--- src/rtl/prod_accum_if.sv ---
// Product/result bus between the multiplier side and prod_accum.
//   master : producer/consumer side (drives clr, len, prod, prod_valid, out_ready)
//   slave  : prod_accum side (drives prod_ready, acc_out, out_valid, ovf, cnt)
// Signals:
//   clr        synchronous frame abort
//   len        products per frame, sampled on the first product of a frame
//   prod       unsigned product, prod_valid/prod_ready handshake
//   acc_out    frame sum, out_valid/out_ready handshake
//   ovf        sticky carry-out of the accumulator for the current frame
//   cnt        products accepted in the current frame
interface prod_accum_if #(
  parameter int PW    = 32,
  parameter int GUARD = 8,
  parameter int LEN_W = 8
);
  localparam int AW = PW + GUARD;

  logic             clr;
  logic [LEN_W-1:0] len;
  logic [PW-1:0]    prod;
  logic             prod_valid;
  logic             prod_ready;
  logic [AW-1:0]    acc_out;
  logic             out_valid;
  logic             out_ready;
  logic             ovf;
  logic [LEN_W-1:0] cnt;

  modport master (
    output clr, len, prod, prod_valid, out_ready,
    input  prod_ready, acc_out, out_valid, ovf, cnt
  );

  modport slave (
    input  clr, len, prod, prod_valid, out_ready,
    output prod_ready, acc_out, out_valid, ovf, cnt
  );
endinterface

--- src/rtl/prod_accum.sv ---
// Frame accumulator for multiplier products (dot-product / MAC datapath).
// Sums a frame of L consecutive unsigned products into an AW = PW+GUARD bit
// register and offers the sum on a valid/ready output.
// Ports:
//   clk  rising-edge clock
//   rst  synchronous active-high reset
//   bus  prod_accum_if slave modport (product input, result output, clr,
//        len, ovf, cnt)
module prod_accum #(
  parameter int PW    = 32,
  parameter int GUARD = 8,
  parameter int LEN_W = 8
) (
  input  logic           clk,
  input  logic           rst,
  prod_accum_if.slave    bus
);
  localparam int AW = PW + GUARD;

  typedef enum logic [1:0] {IDLE, ACCUM, DONE} state_t;

  state_t           state_reg;
  logic [AW-1:0]    acc_reg;
  logic             ovf_reg;
  logic             out_valid_reg;
  logic [LEN_W-1:0] cnt_reg;
  logic [LEN_W-1:0] len_reg;

  logic             accept;
  logic [AW:0]      sum_ext;
  logic [LEN_W-1:0] len_eff;
  logic [LEN_W-1:0] cnt_inc;

  // Ready is decoded from state only, so it never combinationally follows
  // prod_valid or out_ready.
  assign bus.prod_ready = (state_reg != DONE);
  assign accept         = bus.prod_valid && bus.prod_ready;

  // One extra bit captures the carry out of the accumulator.
  assign sum_ext = {1'b0, acc_reg} + (AW+1)'(bus.prod);

  // A zero frame length is treated as a single-product frame.
  assign len_eff = (bus.len == '0) ? LEN_W'(1) : bus.len;
  assign cnt_inc = cnt_reg + LEN_W'(1);

  always_ff @(posedge clk) begin
    if (rst || bus.clr) begin
      // clr is a full return to the reset state; any product or result
      // handshake in the same cycle is discarded.
      state_reg     <= IDLE;
      acc_reg       <= '0;
      ovf_reg       <= 1'b0;
      out_valid_reg <= 1'b0;
      cnt_reg       <= '0;
      len_reg       <= '0;
    end else begin
      case (state_reg)
        IDLE: begin
          if (accept) begin
            acc_reg <= AW'(bus.prod);
            ovf_reg <= 1'b0;
            cnt_reg <= LEN_W'(1);
            len_reg <= len_eff;
            if (len_eff == LEN_W'(1)) begin
              state_reg     <= DONE;
              out_valid_reg <= 1'b1;
            end else begin
              state_reg <= ACCUM;
            end
          end
        end

        ACCUM: begin
          if (accept) begin
            acc_reg <= sum_ext[AW-1:0];
            ovf_reg <= ovf_reg | sum_ext[AW];
            cnt_reg <= cnt_inc;
            if (cnt_inc == len_reg) begin
              state_reg     <= DONE;
              out_valid_reg <= 1'b1;
            end
          end
        end

        DONE: begin
          // prod_ready is low here, so a new frame can only start on the
          // cycle after the result is taken.
          if (out_valid_reg && bus.out_ready) begin
            state_reg     <= IDLE;
            out_valid_reg <= 1'b0;
            acc_reg       <= '0;
            ovf_reg       <= 1'b0;
            cnt_reg       <= '0;
          end
        end

        default: begin
          state_reg     <= IDLE;
          out_valid_reg <= 1'b0;
        end
      endcase
    end
  end

  assign bus.acc_out   = acc_reg;
  assign bus.out_valid = out_valid_reg;
  assign bus.ovf       = ovf_reg;
  assign bus.cnt       = cnt_reg;
endmodule

--- src/flat_wrapper.sv ---
// flat-port wrapper written by rule: the top's interface ports become plain ports
module prod_accum_flat 
#(
  parameter int PW    = 32,
  parameter int GUARD = 8,
  parameter int LEN_W = 8
)
  (clk, rst, bus_clr, bus_len, bus_prod, bus_prod_valid, bus_out_ready, bus_prod_ready, bus_acc_out, bus_out_valid, bus_ovf, bus_cnt);
  prod_accum_if #(.PW(PW), .GUARD(GUARD), .LEN_W(LEN_W)) bus_i ();
  input  logic clk;
  input  logic rst;
  input wire logic [$bits(bus_i.clr)-1:0] bus_clr;
  input wire logic [$bits(bus_i.len)-1:0] bus_len;
  input wire logic [$bits(bus_i.prod)-1:0] bus_prod;
  input wire logic [$bits(bus_i.prod_valid)-1:0] bus_prod_valid;
  input wire logic [$bits(bus_i.out_ready)-1:0] bus_out_ready;
  output wire logic [$bits(bus_i.prod_ready)-1:0] bus_prod_ready;
  output wire logic [$bits(bus_i.acc_out)-1:0] bus_acc_out;
  output wire logic [$bits(bus_i.out_valid)-1:0] bus_out_valid;
  output wire logic [$bits(bus_i.ovf)-1:0] bus_ovf;
  output wire logic [$bits(bus_i.cnt)-1:0] bus_cnt;
  assign bus_i.clr = bus_clr;
  assign bus_i.len = bus_len;
  assign bus_i.prod = bus_prod;
  assign bus_i.prod_valid = bus_prod_valid;
  assign bus_i.out_ready = bus_out_ready;
  assign bus_prod_ready = bus_i.prod_ready;
  assign bus_acc_out = bus_i.acc_out;
  assign bus_out_valid = bus_i.out_valid;
  assign bus_ovf = bus_i.ovf;
  assign bus_cnt = bus_i.cnt;
  prod_accum #(.PW(PW), .GUARD(GUARD), .LEN_W(LEN_W)) u_core (.clk(clk), .rst(rst), .bus(bus_i));
endmodule
--- config.mk ---
export PLATFORM = sky130hd
export DESIGN_NAME = prod_accum_flat
export DESIGN_NICKNAME = d
export VERILOG_FILES = /design/src/rtl/prod_accum_if.sv /design/src/rtl/prod_accum.sv /design/src/flat_wrapper.sv
export SDC_FILE = /design/constraint.sdc
export NUM_CORES = 1
export LEC_CHECK = 0
export BUFFER_PORTS_ARGS = -buffer_cell sky130_fd_sc_hd__buf_2
export CORE_MARGIN = 3
export CORE_UTILIZATION = 45
export CTS_BUF_LIST = sky130_fd_sc_hd__clkbuf_4
export CTS_CLUSTER_SIZE = 20
export DETAILED_ROUTE_END_ITERATION = 16
export GPL_TIMING_DRIVEN = 0
export PLACE_DENSITY = 0.68
export SLEW_MARGIN = 5
export SYNTH_ARGS = -nofsm -noshare
export SYNTH_HDL_FRONTEND = slang
export SYNTH_SLANG_ARGS = --single-unit
export TNS_END_PERCENT = 50
--- constraint.sdc ---
create_clock -name clk -period 3.3 [get_ports clk]
set_clock_uncertainty 0.05 [all_clocks]
set_input_delay 0.66 -clock clk [delete_from_list [all_inputs] [get_ports clk]]
set_output_delay 0.66 -clock clk [all_outputs]
set_load 0.005 [all_outputs]
* Yosys cells after proc, flatten, opt, wreduce, memory -nomap -nowiden
Cells that the tools add are included.
W data, S select, Z words.
** Storage, ports and cells
- Memories :: 0
- Latch bits :: 0
- Bits in writable memories :: 0
- Logic and storage cells :: 53
- Register bits after elaboration :: 60
- Output and inout bits :: 51
- Bits in read-only memories :: 0
- Bits of input ports :: 45
** Operators by class
- Shifts and indexed selects :: 0
- Mux-type cells :: 24
- Add/sub/neg operators :: 2
- Reductions and logical operators :: 10
- Equality and inequality tests :: 10
- Bitwise logic cells :: 1
- Order comparisons :: 0
- Div/mod/pow operators :: 0
- Multiply operators :: 0
** Operator list (count)
- $mux W40 :: 3
- $pmux W40 S3 :: 1
- $add A40 B32 Y41 :: 1
- $mux W8 :: 4
- $pmux W8 S3 :: 1
- $mux W2 :: 5
- $ne A2 B1 Y1 const B :: 5
- $add A8 B1 Y8 const B :: 1
- $eq A8 B1 Y1 const B :: 1
- $eq A8 B8 Y1 :: 1
- $logic_not A8 Y1 :: 1
- $reduce_and A4 Y1 :: 2
- $mux W1 :: 7
- $pmux W1 S3 :: 2
- $pmux W2 S3 :: 1
- $reduce_and A5 Y1 :: 1
- $reduce_bool A3 Y1 :: 1
- $eq A2 B1 Y1 const B :: 1
- $eq A2 B2 Y1 const B :: 1
- $logic_and A1 B1 Y1 :: 2
- $logic_not A2 Y1 :: 1
- $ne A2 B2 Y1 const B :: 1
- $reduce_and A2 Y1 :: 1
- $logic_or A1 B1 Y1 :: 1
- $or A1 B1 Y1 :: 1

* Longest topological paths before layout
Gate-level depths: netlist (run 1).
- Depth in word-level cells :: 6
- Gate-level depth with buffers :: 12
- Depth with buffers taken out :: 12

* Least setup slack after synthesis (run 1)
OpenSTA, ideal clock, no wires.
- Path kind :: in2reg
- Start :: in bus_prod[0]
- End :: reg u_core.acc_reg[36], in the netlist u_core.bus.acc_out[36]
- Cell stages on the path :: 12
- Required time :: 3178 ps
- Arrival :: 2860 ps
- Path buffers :: 0
- Setup slack :: 318 ps
- Library setup time :: 72 ps
- Cells stage by stage :: ha_1 -> inv_1 -> fa_1 -> nand2b_1 -> a21oi_1 -> o2111ai_1 -> a21oi_1 -> o21bai_1 -> o31ai_2 -> o41ai_4 -> or3_1 -> a21oi_1
** On the way
- Longest elaborated chain between the ends :: 3
** RTL lines
- from (decl) :: line flat_wrapper.sv:14 : input wire logic [$bits(bus_i.prod)-1:0] bus_prod;
- $add A40 B32 Y41 :: line prod_accum.sv:40 : assign sum_ext = {1'b0, acc_reg} + (AW+1)'(bus.prod);
- $mux W40 :: line prod_accum.sv:74 : if (accept) begin
- $pmux W40 S3 :: line prod_accum.sv:57 : case (state_reg)
- to (signal assigned) :: line prod_accum.sv:60 : acc_reg <= AW'(bus.prod);
- to (signal assigned) :: line prod_accum.sv:75 : acc_reg <= sum_ext[AW-1:0];
- to (decl) :: line prod_accum.sv:23 : logic [AW-1:0] acc_reg;
Every way passes these cells. The select of a mux whose other input is x is not followed.
A chain may end at the register's enable or synchronous reset.

* Final worst setup path (run 1)
- Start :: reg u_core.acc_reg[17], in the netlist u_core.bus.acc_out[17]
- End :: reg u_core.ovf_reg, in the netlist u_core.bus.ovf
** On the way
- Longest elaborated chain between the ends :: 4
** RTL lines
- $add A40 B32 Y41 :: line prod_accum.sv:40
- $or A1 B1 Y1 :: line prod_accum.sv:76 : ovf_reg <= ovf_reg | sum_ext[AW];
- $mux W1 :: line prod_accum.sv:74
- $pmux W1 S3 :: line prod_accum.sv:57
- to (signal assigned) :: line prod_accum.sv:76
- to (decl) :: line prod_accum.sv:24 : logic ovf_reg;
Every way passes these cells. The select of a mux whose other input is x is not followed.

==> metrics.txt, run 1 <==
# TYPE chip_impl_metric gauge
chip_impl_metric{name="worstPathRequired",unit="ns"} 3.58
chip_impl_metric{name="grt_start_max_net_pins",unit=""} 11
chip_impl_metric{name="largest_reg_flops",unit=""} 40
chip_impl_info{name="grt_setup_unrepaired",value="no"} 1
chip_impl_metric{name="place.detailed.hpwl",unit="µm"} 10800
chip_impl_info{name="ranking_of_synthesized_cells_by_area",value="sky130_fd_sc_hd__dfxtp_1, sky130_fd_sc_hd__ha_1, sky130_fd_sc_hd__a21oi_1"} 1
chip_impl_metric{name="intPower",unit="mW"} 1.29
chip_impl_metric{name="clock_insertion_delay_worst_skew",unit="ns"} 0.42
chip_impl_metric{name="cts.htree.levels",unit=""} 3
chip_impl_metric{name="power.ir.vdd_worst",unit="V"} 0.000189
chip_impl_metric{name="synth-seq-area-share",unit="%"} 25.9
chip_impl_metric{name="gpl.final_weighted_congestion",unit=""} 0.960
chip_impl_info{name="synth_top_flop_cell",value="sky130_fd_sc_hd__dfxtp_1"} 1
chip_impl_metric{name="path_clk_slew",unit="ns"} 0.11
chip_impl_metric{name="r2r.worst_path.cells",unit=""} 11
chip_impl_metric{name="initial_utilization",unit="%"} 46.9
chip_impl_metric{name="synth-edff-count",unit=""} 0
chip_impl_info{name="synth_most_common_cell",value="sky130_fd_sc_hd__a21oi_1"} 1
chip_impl_metric{name="final_core_util",unit="%"} 54.8
chip_impl_info{name="synth_top_cells_by_count",value="sky130_fd_sc_hd__a21oi_1, sky130_fd_sc_hd__dfxtp_1, sky130_fd_sc_hd__nor2_1"} 1
chip_impl_metric{name="final-instance-count-excl-fill",unit=""} 844
chip_impl_metric{name="hold_path_depth",unit=""} 2
chip_impl_metric{name="post_cts_setup_repair_buffer_count",unit=""} 0
chip_impl_metric{name="filler_cell_count",unit=""} 958
chip_impl_metric{name="synth.net_count",unit=""} 684
chip_impl_metric{name="clock_sinks",unit=""} 60
chip_impl_metric{name="drive_gt1_share",unit="%"} 20.3
chip_impl_metric{name="report.final.setup_viol",unit=""} 0
chip_impl_info{name="hold_class",value="register to register"} 1
chip_impl_metric{name="timing.final.hold_violations",unit=""} 0
chip_impl_metric{name="post_cts_hold_buffers",unit=""} 0
chip_impl_metric{name="fp-row-count",unit=""} 36
chip_impl_info{name="clock_tree.root_cell",value="sky130_fd_sc_hd__clkbuf_4"} 1
chip_impl_metric{name="synth.ff_latch_count",unit=""} 60
chip_impl_metric{name="synth_to_layout_area_growth",unit="%"} 16.9
chip_impl_metric{name="dr_vias_cell",unit=""} 5.87
chip_impl_metric{name="yosys.cell_types.count",unit=""} 65
chip_impl_metric{name="detailedRoute.firstIterationViolations",unit=""} 329
chip_impl_metric{name="pwr-share-clk",unit="%"} 25.5
chip_impl_metric{name="finalNetCount",unit=""} 790
chip_impl_metric{name="switching_share",unit="%"} 38.1
chip_impl_metric{name="synthCells",unit=""} 601
chip_impl_metric{name="p_comb_share",unit="%"} 36.3
chip_impl_metric{name="worst_hold_slack",unit="ns"} 0.429
chip_impl_metric{name="total_clock_buffers_created_by_cts",unit=""} 9
chip_impl_metric{name="max-cap-violations",unit=""} 0
chip_impl_metric{name="postSynth.asyncResetShare",unit="%"} 0
chip_impl_metric{name="detail-route-antenna-nets",unit=""} 0
chip_impl_metric{name="worstPathArrival",unit="ns"} 3.36
chip_impl_metric{name="power.density",unit="mW/mm²"} 384
chip_impl_metric{name="dp.cells",unit=""} 829
chip_impl_metric{name="ctsLongestPathBuffers",unit=""} 2
chip_impl_metric{name="port_buffers",unit=""} 95
chip_impl_metric{name="timing.final.crit_period",unit="ns"} 3.08
chip_impl_metric{name="overflow",unit=""} 0
chip_impl_metric{name="io_pins",unit=""} 96
chip_impl_metric{name="netlist_area",unit="mm²"} 0.00464
chip_impl_metric{name="antenna_fix_cells",unit=""} 0
chip_impl_metric{name="cts_resized",unit=""} 0
chip_impl_info{name="category_of_the_worst_setup_path_capture_point",value="register"} 1
chip_impl_metric{name="via_count",unit=""} 4951
chip_impl_metric{name="drt-pass1-iter-count",unit=""} 5
chip_impl_info{name="run_status",value="finished, final reports clean"} 1
chip_impl_metric{name="multi_input_area",unit="mm²"} 0.00321
chip_impl_metric{name="total_leakage_power",unit="nW"} 2.43
chip_impl_metric{name="route.final.wire_length",unit="µm"} 14300
chip_impl_metric{name="grt_antenna_before_repair",unit=""} 0
chip_impl_metric{name="synthesis.yosys.warnings",unit=""} 0
chip_impl_metric{name="finalCritPeriodShare",unit="%"} 93.3
chip_impl_info{name="cts_tree",value="done"} 1
chip_impl_metric{name="netlist.area_leader.share",unit="%"} 25.9
chip_impl_metric{name="dieArea",unit="mm²"} 0.0116
chip_impl_metric{name="first_pass_grt_wire_length",unit="µm"} 22900
chip_impl_metric{name="fmax",unit="MHz"} 325
chip_impl_metric{name="slew_viol_final",unit=""} 0
chip_impl_metric{name="seqCellArea",unit="mm²"} 0.00120
chip_impl_metric{name="tightest_slew",unit="ns"} 0.680
chip_impl_metric{name="detail_route.drc_violations",unit=""} 0
chip_impl_metric{name="die_width",unit="µm"} 108
chip_impl_metric{name="worst_max_slew_margin_expressed_relative_to_the_limit",unit="%"} 54.7
chip_impl_metric{name="finalSetupTns",unit="ns"} 0
chip_impl_metric{name="fp.coreArea",unit="mm²"} 0.00991
chip_impl_metric{name="power.switching",unit="µW"} 794
chip_impl_metric{name="pwr-share-seq",unit="%"} 38.2
chip_impl_metric{name="die_height",unit="µm"} 108
chip_impl_metric{name="post_synth.cell_area_avg",unit="µm²"} 7.73
chip_impl_metric{name="grt_pass1_vias",unit=""} 4696
chip_impl_metric{name="overall_fraction_of_global_route_tracks_in_use",unit="%"} 24.6
chip_impl_metric{name="post-layout-total-power",unit="mW"} 2.09
chip_impl_info{name="cp-start-kind",value="register"} 1
chip_impl_metric{name="wl_per_cell",unit="µm"} 16.9
chip_impl_info{name="path_class",value="register to register"} 1
chip_impl_metric{name="worst-path-max-fanout",unit=""} 9
chip_impl_info{name="synthDominantAreaCellType",value="sky130_fd_sc_hd__dfxtp_1"} 1
==> cell type report <==
class / instances / area share (%)
Multi-Input combinational cell: 490 / 59.1
Tap cell: 133 / 3.07
Clock buffer: 10 / 1.38
Clock inverter: 5 / 0.991
Timing Repair Buffer: 95 / 8.76
Buffer: 36 / 3.57
Inverter: 15 / 1.04
Sequential cell: 60 / 22.1
==> logic make-up (layout without fill, tap and decap cells) <==
group / after synthesis / after routing / synth area share (%)
AOI/OAI and AO/OA: 209 / 209 / 29.4
and+or+nand+nor: 204 / 204 / 21.5
DFF: 60 / 60 / 25.9
buffers and inverters: 51 / 161 / 5.36
adders and majority gates: 38 / 38 / 10.4
xor gates and xnor gates: 35 / 35 / 6.60
muxes: 4 / 4 / 0.889
==> routing by layer <==
metal / part of all wire (%) / vias up / global-route usage (%)
met5: 0 / - / 0
met4: 2.6 / 0 / 10.4
met3: 7.0 / 32 / 3.42
met2: 44 / 182 / 38.2
met1: 46 / 2307 / 34.2
li1: - / 2430 / -
==> worst max-delay path, stage by stage (launching register included) <==
cell and delay [ns]:
sky130_fd_sc_hd__dfxtp_1 0.34, sky130_fd_sc_hd__ha_1 0.29, sky130_fd_sc_hd__buf_2 0.17, sky130_fd_sc_hd__a21oi_1 0.26
sky130_fd_sc_hd__o22ai_1 0.14, sky130_fd_sc_hd__o211ai_1 0.24, sky130_fd_sc_hd__o21ai_1 0.12, sky130_fd_sc_hd__o21bai_1 0.44
sky130_fd_sc_hd__o31ai_4 0.12, sky130_fd_sc_hd__o41ai_4 0.43, sky130_fd_sc_hd__nor3b_1 0.12, sky130_fd_sc_hd__o221a_2 0.26
==> per-stage QoR <==
stage	worst slack, ns	cell area [µm²]
after floorplan	0.318	4640
after global placement	-0.184	5290
after detailed placement	-0.231	5290
after CTS	0.140	5410
after global routing	0.0203	5430
final	0.220	5430
==> layout by cell type, fill, tap and decap left out, types with 10 or more instances in the layout <==
master and n:
sky130_fd_sc_hd__o21ai_0 50, sky130_fd_sc_hd__a21oi_1 68, sky130_fd_sc_hd__xor2_1 15, sky130_fd_sc_hd__a21o_1 14, sky130_fd_sc_hd__a221oi_1 20, sky130_fd_sc_hd__inv_1 15
sky130_fd_sc_hd__ha_1 37, sky130_fd_sc_hd__buf_2 96, sky130_fd_sc_hd__clkbuf_1 23, sky130_fd_sc_hd__nor3_1 24, sky130_fd_sc_hd__nand3_1 21, sky130_fd_sc_hd__clkbuf_4 10
sky130_fd_sc_hd__nor2_1 55, sky130_fd_sc_hd__nand2_1 44, sky130_fd_sc_hd__dfxtp_1 60, sky130_fd_sc_hd__xnor2_1 20
==> path summary, 6_finish.rpt <==
check,start,endpoint,slack [ns]
min,u_core.len_reg[5]$_SDFFE_PP0P_,u_core.len_reg[5]$_SDFFE_PP0P_,0.43
max,u_core.bus.acc_out[17]$_SDFFE_PP0P_,u_core.bus.ovf$_SDFFE_PP0P_,0.22
min reg2reg,u_core.len_reg[5]$_SDFFE_PP0P_,u_core.len_reg[5]$_SDFFE_PP0P_,0.43
max reg2reg,u_core.bus.acc_out[17]$_SDFFE_PP0P_,u_core.bus.ovf$_SDFFE_PP0P_,0.22
==> power groups by stage <==
stage	sequential [mW]	clock [mW]	combinational, mW
finish	0.797	0.532	0.757
floorplan	0.809	0	0.523
global placement	0.810	0	0.725
global route	0.801	0.555	0.845
detailed placement	0.813	0	0.740
CTS	0.796	0.538	0.745
(Power assumes the default switching activity.)
==> inputs of run 2 (changes only) <==
--- a/config.mk
+++ b/config.mk
@@ -5,14 +5,16 @@
 export SDC_FILE = /design/constraint.sdc
 export NUM_CORES = 1
 export LEC_CHECK = 0
+export ABC_AREA = 1
 export BUFFER_PORTS_ARGS = -buffer_cell sky130_fd_sc_hd__buf_2
+export CORE_ASPECT_RATIO = 0.5
 export CORE_MARGIN = 3
 export CORE_UTILIZATION = 45
 export CTS_BUF_LIST = sky130_fd_sc_hd__clkbuf_4
 export CTS_CLUSTER_SIZE = 20
 export DETAILED_ROUTE_END_ITERATION = 16
 export GPL_TIMING_DRIVEN = 0
-export PLACE_DENSITY = 0.68
+export PLACE_DENSITY = 0.66
 export SLEW_MARGIN = 5
 export SYNTH_ARGS = -nofsm -noshare
 export SYNTH_HDL_FRONTEND = slang
==> run 2 against run 1 <==
Core utilization grew 0.75 points. Setup slack better by 0.48 ns. Non-clock buffer count is 17 lower. Hold slack worse by 0.021 ns. Total power grew 7.3%. Flip-flop and latch count unchanged. Register-to-register slack better by 0.48 ns. First-iteration DRC count increased by 88%. Via count grew 32%.
==> metrics.txt, run 2 <==
# TYPE chip_impl_metric gauge
chip_impl_metric{name="fp-row-count",unit=""} 27
chip_impl_info{name="synth_most_common_cell",value="sky130_fd_sc_hd__nand2_1"} 1
chip_impl_metric{name="pwr-share-seq",unit="%"} 35.6
chip_impl_info{name="synthDominantAreaCellType",value="sky130_fd_sc_hd__dfxtp_1"} 1
chip_impl_metric{name="initial_utilization",unit="%"} 48.3
chip_impl_metric{name="final_core_util",unit="%"} 55.5
chip_impl_metric{name="total_clock_buffers_created_by_cts",unit=""} 9
chip_impl_metric{name="worst-path-max-fanout",unit=""} 4
chip_impl_metric{name="largest_reg_flops",unit=""} 40
chip_impl_metric{name="port_buffers",unit=""} 95
chip_impl_metric{name="ctsLongestPathBuffers",unit=""} 2
chip_impl_info{name="run_status",value="finished, final reports clean"} 1
chip_impl_metric{name="path_buf_inv",unit=""} 2
chip_impl_metric{name="clock_sinks",unit=""} 60
chip_impl_info{name="r2r-end",value="u_core.bus.acc_out[32]$_SDFFE_PP0P_"} 1
chip_impl_metric{name="synth-seq-area-share",unit="%"} 21.6
chip_impl_metric{name="antenna_fix_cells",unit=""} 0
chip_impl_metric{name="drt-pass1-iter-count",unit=""} 5
chip_impl_metric{name="finalSetupTns",unit="ns"} 0
chip_impl_metric{name="via_count",unit=""} 6516
chip_impl_info{name="timing.critical_path.from",value="u_core.bus.acc_out[0]$_SDFFE_PP0P_"} 1
chip_impl_metric{name="grt_start_max_net_pins",unit=""} 12
chip_impl_info{name="cts_tree",value="done"} 1
chip_impl_metric{name="synth.ff_latch_count",unit=""} 60
chip_impl_info{name="synth_top_flop_cell",value="sky130_fd_sc_hd__dfxtp_1"} 1
chip_impl_metric{name="regToRegSetupSlack",unit="ns"} 0.70
chip_impl_metric{name="worst_hold_slack",unit="ns"} 0.408
chip_impl_info{name="rr_startpoint",value="u_core.bus.acc_out[0]$_SDFFE_PP0P_"} 1
chip_impl_metric{name="detail_route.drc_violations",unit=""} 0
chip_impl_info{name="cell_family_with_the_largest_share_of_critical_path_delay",value="simple AND/OR/NAND/NOR gates"} 1
chip_impl_info{name="worst_path_max_delay_cell",value="sky130_fd_sc_hd__dfxtp_1"} 1
chip_impl_metric{name="detailedRoute.firstIterationViolations",unit=""} 619
chip_impl_metric{name="tightest_slew",unit="ns"} 0.656
chip_impl_info{name="category_of_the_worst_setup_path_capture_point",value="register"} 1
chip_impl_info{name="cp-start-kind",value="register"} 1
chip_impl_metric{name="p_comb_share",unit="%"} 35.0
chip_impl_info{name="setup.worst_path.end",value="u_core.bus.acc_out[32]$_SDFFE_PP0P_"} 1
chip_impl_metric{name="finalNetCount",unit=""} 1163
chip_impl_metric{name="intPower",unit="mW"} 1.34
chip_impl_metric{name="hold_path_depth",unit=""} 2
chip_impl_metric{name="wl_per_cell",unit="µm"} 15.0
chip_impl_metric{name="worst_max_slew_margin_expressed_relative_to_the_limit",unit="%"} 56.3
chip_impl_metric{name="post_cts_hold_buffers",unit=""} 0
chip_impl_metric{name="finalCritPeriodShare",unit="%"} 78.7
chip_impl_metric{name="fp.coreArea",unit="mm²"} 0.0115
chip_impl_metric{name="path_clk_slew",unit="ns"} 0.13
chip_impl_info{name="crit_path_cell_trace",value="ha_1 -> inv_1 -> fa_1 -> inv_1 -> nand3_1 -> nand3_2 -> nand2_1 -> nand2_2 -> nand3_1 -> nand2_1 -> nand2_1 -> nand2_2 -> nand2_1 -> nand2_1 -> nand2_1 -> nor2_1"} 1
chip_impl_metric{name="grt_pass1_vias",unit=""} 5777
chip_impl_info{name="final_common_cell",value="sky130_fd_sc_hd__nand2_1"} 1
chip_impl_metric{name="power.switching",unit="µW"} 901
chip_impl_metric{name="overflow",unit=""} 0
chip_impl_metric{name="post_cts_setup_repair_buffer_count",unit=""} 0
chip_impl_metric{name="worstPathRequired",unit="ns"} 3.63
chip_impl_info{name="synth_top_cells_by_count",value="sky130_fd_sc_hd__nand2_1, sky130_fd_sc_hd__inv_1, sky130_fd_sc_hd__a21oi_1"} 1
chip_impl_metric{name="postSynth.asyncResetShare",unit="%"} 0
chip_impl_metric{name="cts.htree.levels",unit=""} 3
chip_impl_metric{name="post_synth.cell_area_avg",unit="µm²"} 5.71
chip_impl_metric{name="io_pins",unit=""} 96
chip_impl_info{name="grt_setup_unrepaired",value="no"} 1
chip_impl_metric{name="cts_resized",unit=""} 0
chip_impl_metric{name="timing.final.crit_period",unit="ns"} 2.60
chip_impl_metric{name="synthCells",unit=""} 974
chip_impl_metric{name="timing.critical_path.slowest_cell_delay",unit="ns"} 0.41
chip_impl_metric{name="max-cap-violations",unit=""} 0
chip_impl_metric{name="power.ir.vdd_worst",unit="V"} 0.000168
chip_impl_metric{name="power.density",unit="mW/mm²"} 350
chip_impl_metric{name="r2r.worst_path.cells",unit=""} 16
chip_impl_metric{name="switching_share",unit="%"} 40.3
chip_impl_metric{name="drive_gt1_share",unit="%"} 14.8
chip_impl_info{name="ranking_of_synthesized_cells_by_area",value="sky130_fd_sc_hd__dfxtp_1, sky130_fd_sc_hd__nand2_1, sky130_fd_sc_hd__a21oi_1"} 1
chip_impl_metric{name="report.final.setup_viol",unit=""} 0
chip_impl_info{name="critical_path.most_common_cell",value="sky130_fd_sc_hd__nand2_1"} 1
chip_impl_metric{name="netlist.area_leader.share",unit="%"} 21.6
chip_impl_info{name="clock_tree.root_cell",value="sky130_fd_sc_hd__clkbuf_4"} 1
chip_impl_metric{name="synth_to_layout_area_growth",unit="%"} 15.1
chip_impl_metric{name="netlist_area",unit="mm²"} 0.00556
chip_impl_metric{name="die_width",unit="µm"} 163
chip_impl_metric{name="timing.final.hold_violations",unit=""} 0
chip_impl_metric{name="clock_insertion_delay_worst_skew",unit="ns"} 0.45
chip_impl_info{name="path_class",value="register to register"} 1
chip_impl_metric{name="yosys.cell_types.count",unit=""} 39
chip_impl_metric{name="total_leakage_power",unit="nW"} 3.35
chip_impl_metric{name="overall_fraction_of_global_route_tracks_in_use",unit="%"} 27.0
chip_impl_metric{name="synth.net_count",unit=""} 1057
chip_impl_info{name="hold_class",value="register to register"} 1
chip_impl_metric{name="pwr-share-clk",unit="%"} 29.4
chip_impl_metric{name="final_critical_path_setup_slack",unit="ns"} 0.702
chip_impl_metric{name="cp.depth",unit=""} 16
chip_impl_metric{name="fmax",unit="MHz"} 385
chip_impl_metric{name="first_pass_grt_wire_length",unit="µm"} 29800
chip_impl_info{name="final_cell_mix",value="sky130_fd_sc_hd__nand2_1, sky130_fd_sc_hd__inv_1, sky130_fd_sc_hd__a21oi_1, sky130_fd_sc_hd__buf_2, sky130_fd_sc_hd__nor2_1"} 1
chip_impl_metric{name="place.detailed.hpwl",unit="µm"} 15000
chip_impl_metric{name="placement.setup.worst_slack",unit="ns"} 0.420
chip_impl_metric{name="detail-route-antenna-nets",unit=""} 0
chip_impl_metric{name="dr_vias_cell",unit=""} 5.24
chip_impl_metric{name="worstPathArrival",unit="ns"} 2.93
chip_impl_metric{name="synthesis.yosys.warnings",unit=""} 0
chip_impl_metric{name="dieArea",unit="mm²"} 0.0138
chip_impl_metric{name="grt_antenna_before_repair",unit=""} 0
chip_impl_metric{name="synth-edff-count",unit=""} 0
chip_impl_metric{name="slew_viol_final",unit=""} 0
chip_impl_metric{name="die_height",unit="µm"} 84.6
chip_impl_metric{name="gpl.final_weighted_congestion",unit=""} 0.951
chip_impl_metric{name="post-layout-total-power",unit="mW"} 2.24
chip_impl_metric{name="route.final.wire_length",unit="µm"} 18700
## run 2: changes by cell type in the layout (fill, tap and decap cells not counted), sizes merged, moves of 17 or more
cell    before  now
nand2       45  324
inv         15  148
nor3        24    7
xnor2       20    0
nor2        55   97
a221oi      20    1
nand3       22   74
a21oi       69  110
## run 2: cells by family (layout without fill, tap and decap cells)
logic type      after synthesis  after routing  synth area share, %
compound gates              175            175                 16.7
xor+xnor                      5              5                0.788
simple gates                528            528                 40.7
flops                        60             60                 21.6
fa+ha+maj                    38             38                 8.69
buf+inv                     168            279                 11.6
## run 2: through the flow
stage,std cells,instance area (µm²)
final,1244,6400
after floorplan,974,5560
after CTS,1244,6400
after global routing,1244,6400
after detailed placement,1228,6230
after global placement,1228,6230
## run 2: worst min path at each step
| stage | endpoint | slack, ns | from |
|---|---|---|---|
| 2_1_floorplan | u_core.len_reg[1]$_SDFFE_PP0P_ | 0.39 | u_core.len_reg[1]$_SDFFE_PP0P_ |
| 3_3_place_gp | u_core.bus.ovf$_SDFFE_PP0P_ | 0.39 | u_core.bus.ovf$_SDFFE_PP0P_ |
| 3_5_place_dp | u_core.bus.ovf$_SDFFE_PP0P_ | 0.40 | u_core.bus.ovf$_SDFFE_PP0P_ |
| 4_1_cts | u_core.bus.ovf$_SDFFE_PP0P_ | 0.42 | u_core.bus.ovf$_SDFFE_PP0P_ |
| 5_1_grt | u_core.bus.acc_out[27]$_SDFFE_PP0P_ | 0.45 | bus_prod[27] |
| 6_report | u_core.bus.ovf$_SDFFE_PP0P_ | 0.41 | u_core.bus.ovf$_SDFFE_PP0P_ |
## run 2: power by group through the flow
stage	registers [mW]	clock network, mW	logic (mW)
floorplan	0.810	0	0.521
CTS	0.797	0.678	0.772
global route	0.804	0.713	0.877
finish	0.797	0.658	0.782
global placement	0.810	0	0.762
detailed placement	0.812	0	0.768
## run 2: final cells by class
cell class                 instances  area, µm²
multi-input combinational        746       3710
timing repair buffer              95        475
clock inverter                     6       87.6
clock buffer                      10       75.1
buffer                            19       81.3
fill                            1244       5120
tap                              159        199
sequential                        60       1200
inverter                         149        562
## run 2: routing by layer
| layer | global-route usage, % | vias up | share of wire [%] |
|---|---|---|---|
| met1 | 40.4 | 2970 | 51 |
| met2 | 40.2 | 204 | 40 |
| met4 | 4.22 | 0 | 0.87 |
| met5 | 0 | - | 0 |
| met3 | 5.86 | 15 | 7.8 |
| li1 | - | 3327 | - |
## run 2: worst register-to-register path: stages, from the launching register on
cell	delay [ns]
sky130_fd_sc_hd__dfxtp_1	0.41
sky130_fd_sc_hd__ha_1	0.25
sky130_fd_sc_hd__inv_1	0.07
sky130_fd_sc_hd__fa_1	0.41
sky130_fd_sc_hd__inv_1	0.14
sky130_fd_sc_hd__nand3_1	0.10
sky130_fd_sc_hd__nand3_2	0.11
sky130_fd_sc_hd__nand2_1	0.07
sky130_fd_sc_hd__nand2_2	0.13
sky130_fd_sc_hd__nand3_1	0.09
sky130_fd_sc_hd__nand2_1	0.17
sky130_fd_sc_hd__nand2_1	0.09
sky130_fd_sc_hd__nand2_2	0.15
sky130_fd_sc_hd__nand2_1	0.09
sky130_fd_sc_hd__nand2_1	0.06
sky130_fd_sc_hd__nand2_1	0.04
sky130_fd_sc_hd__nor2_1	0.09
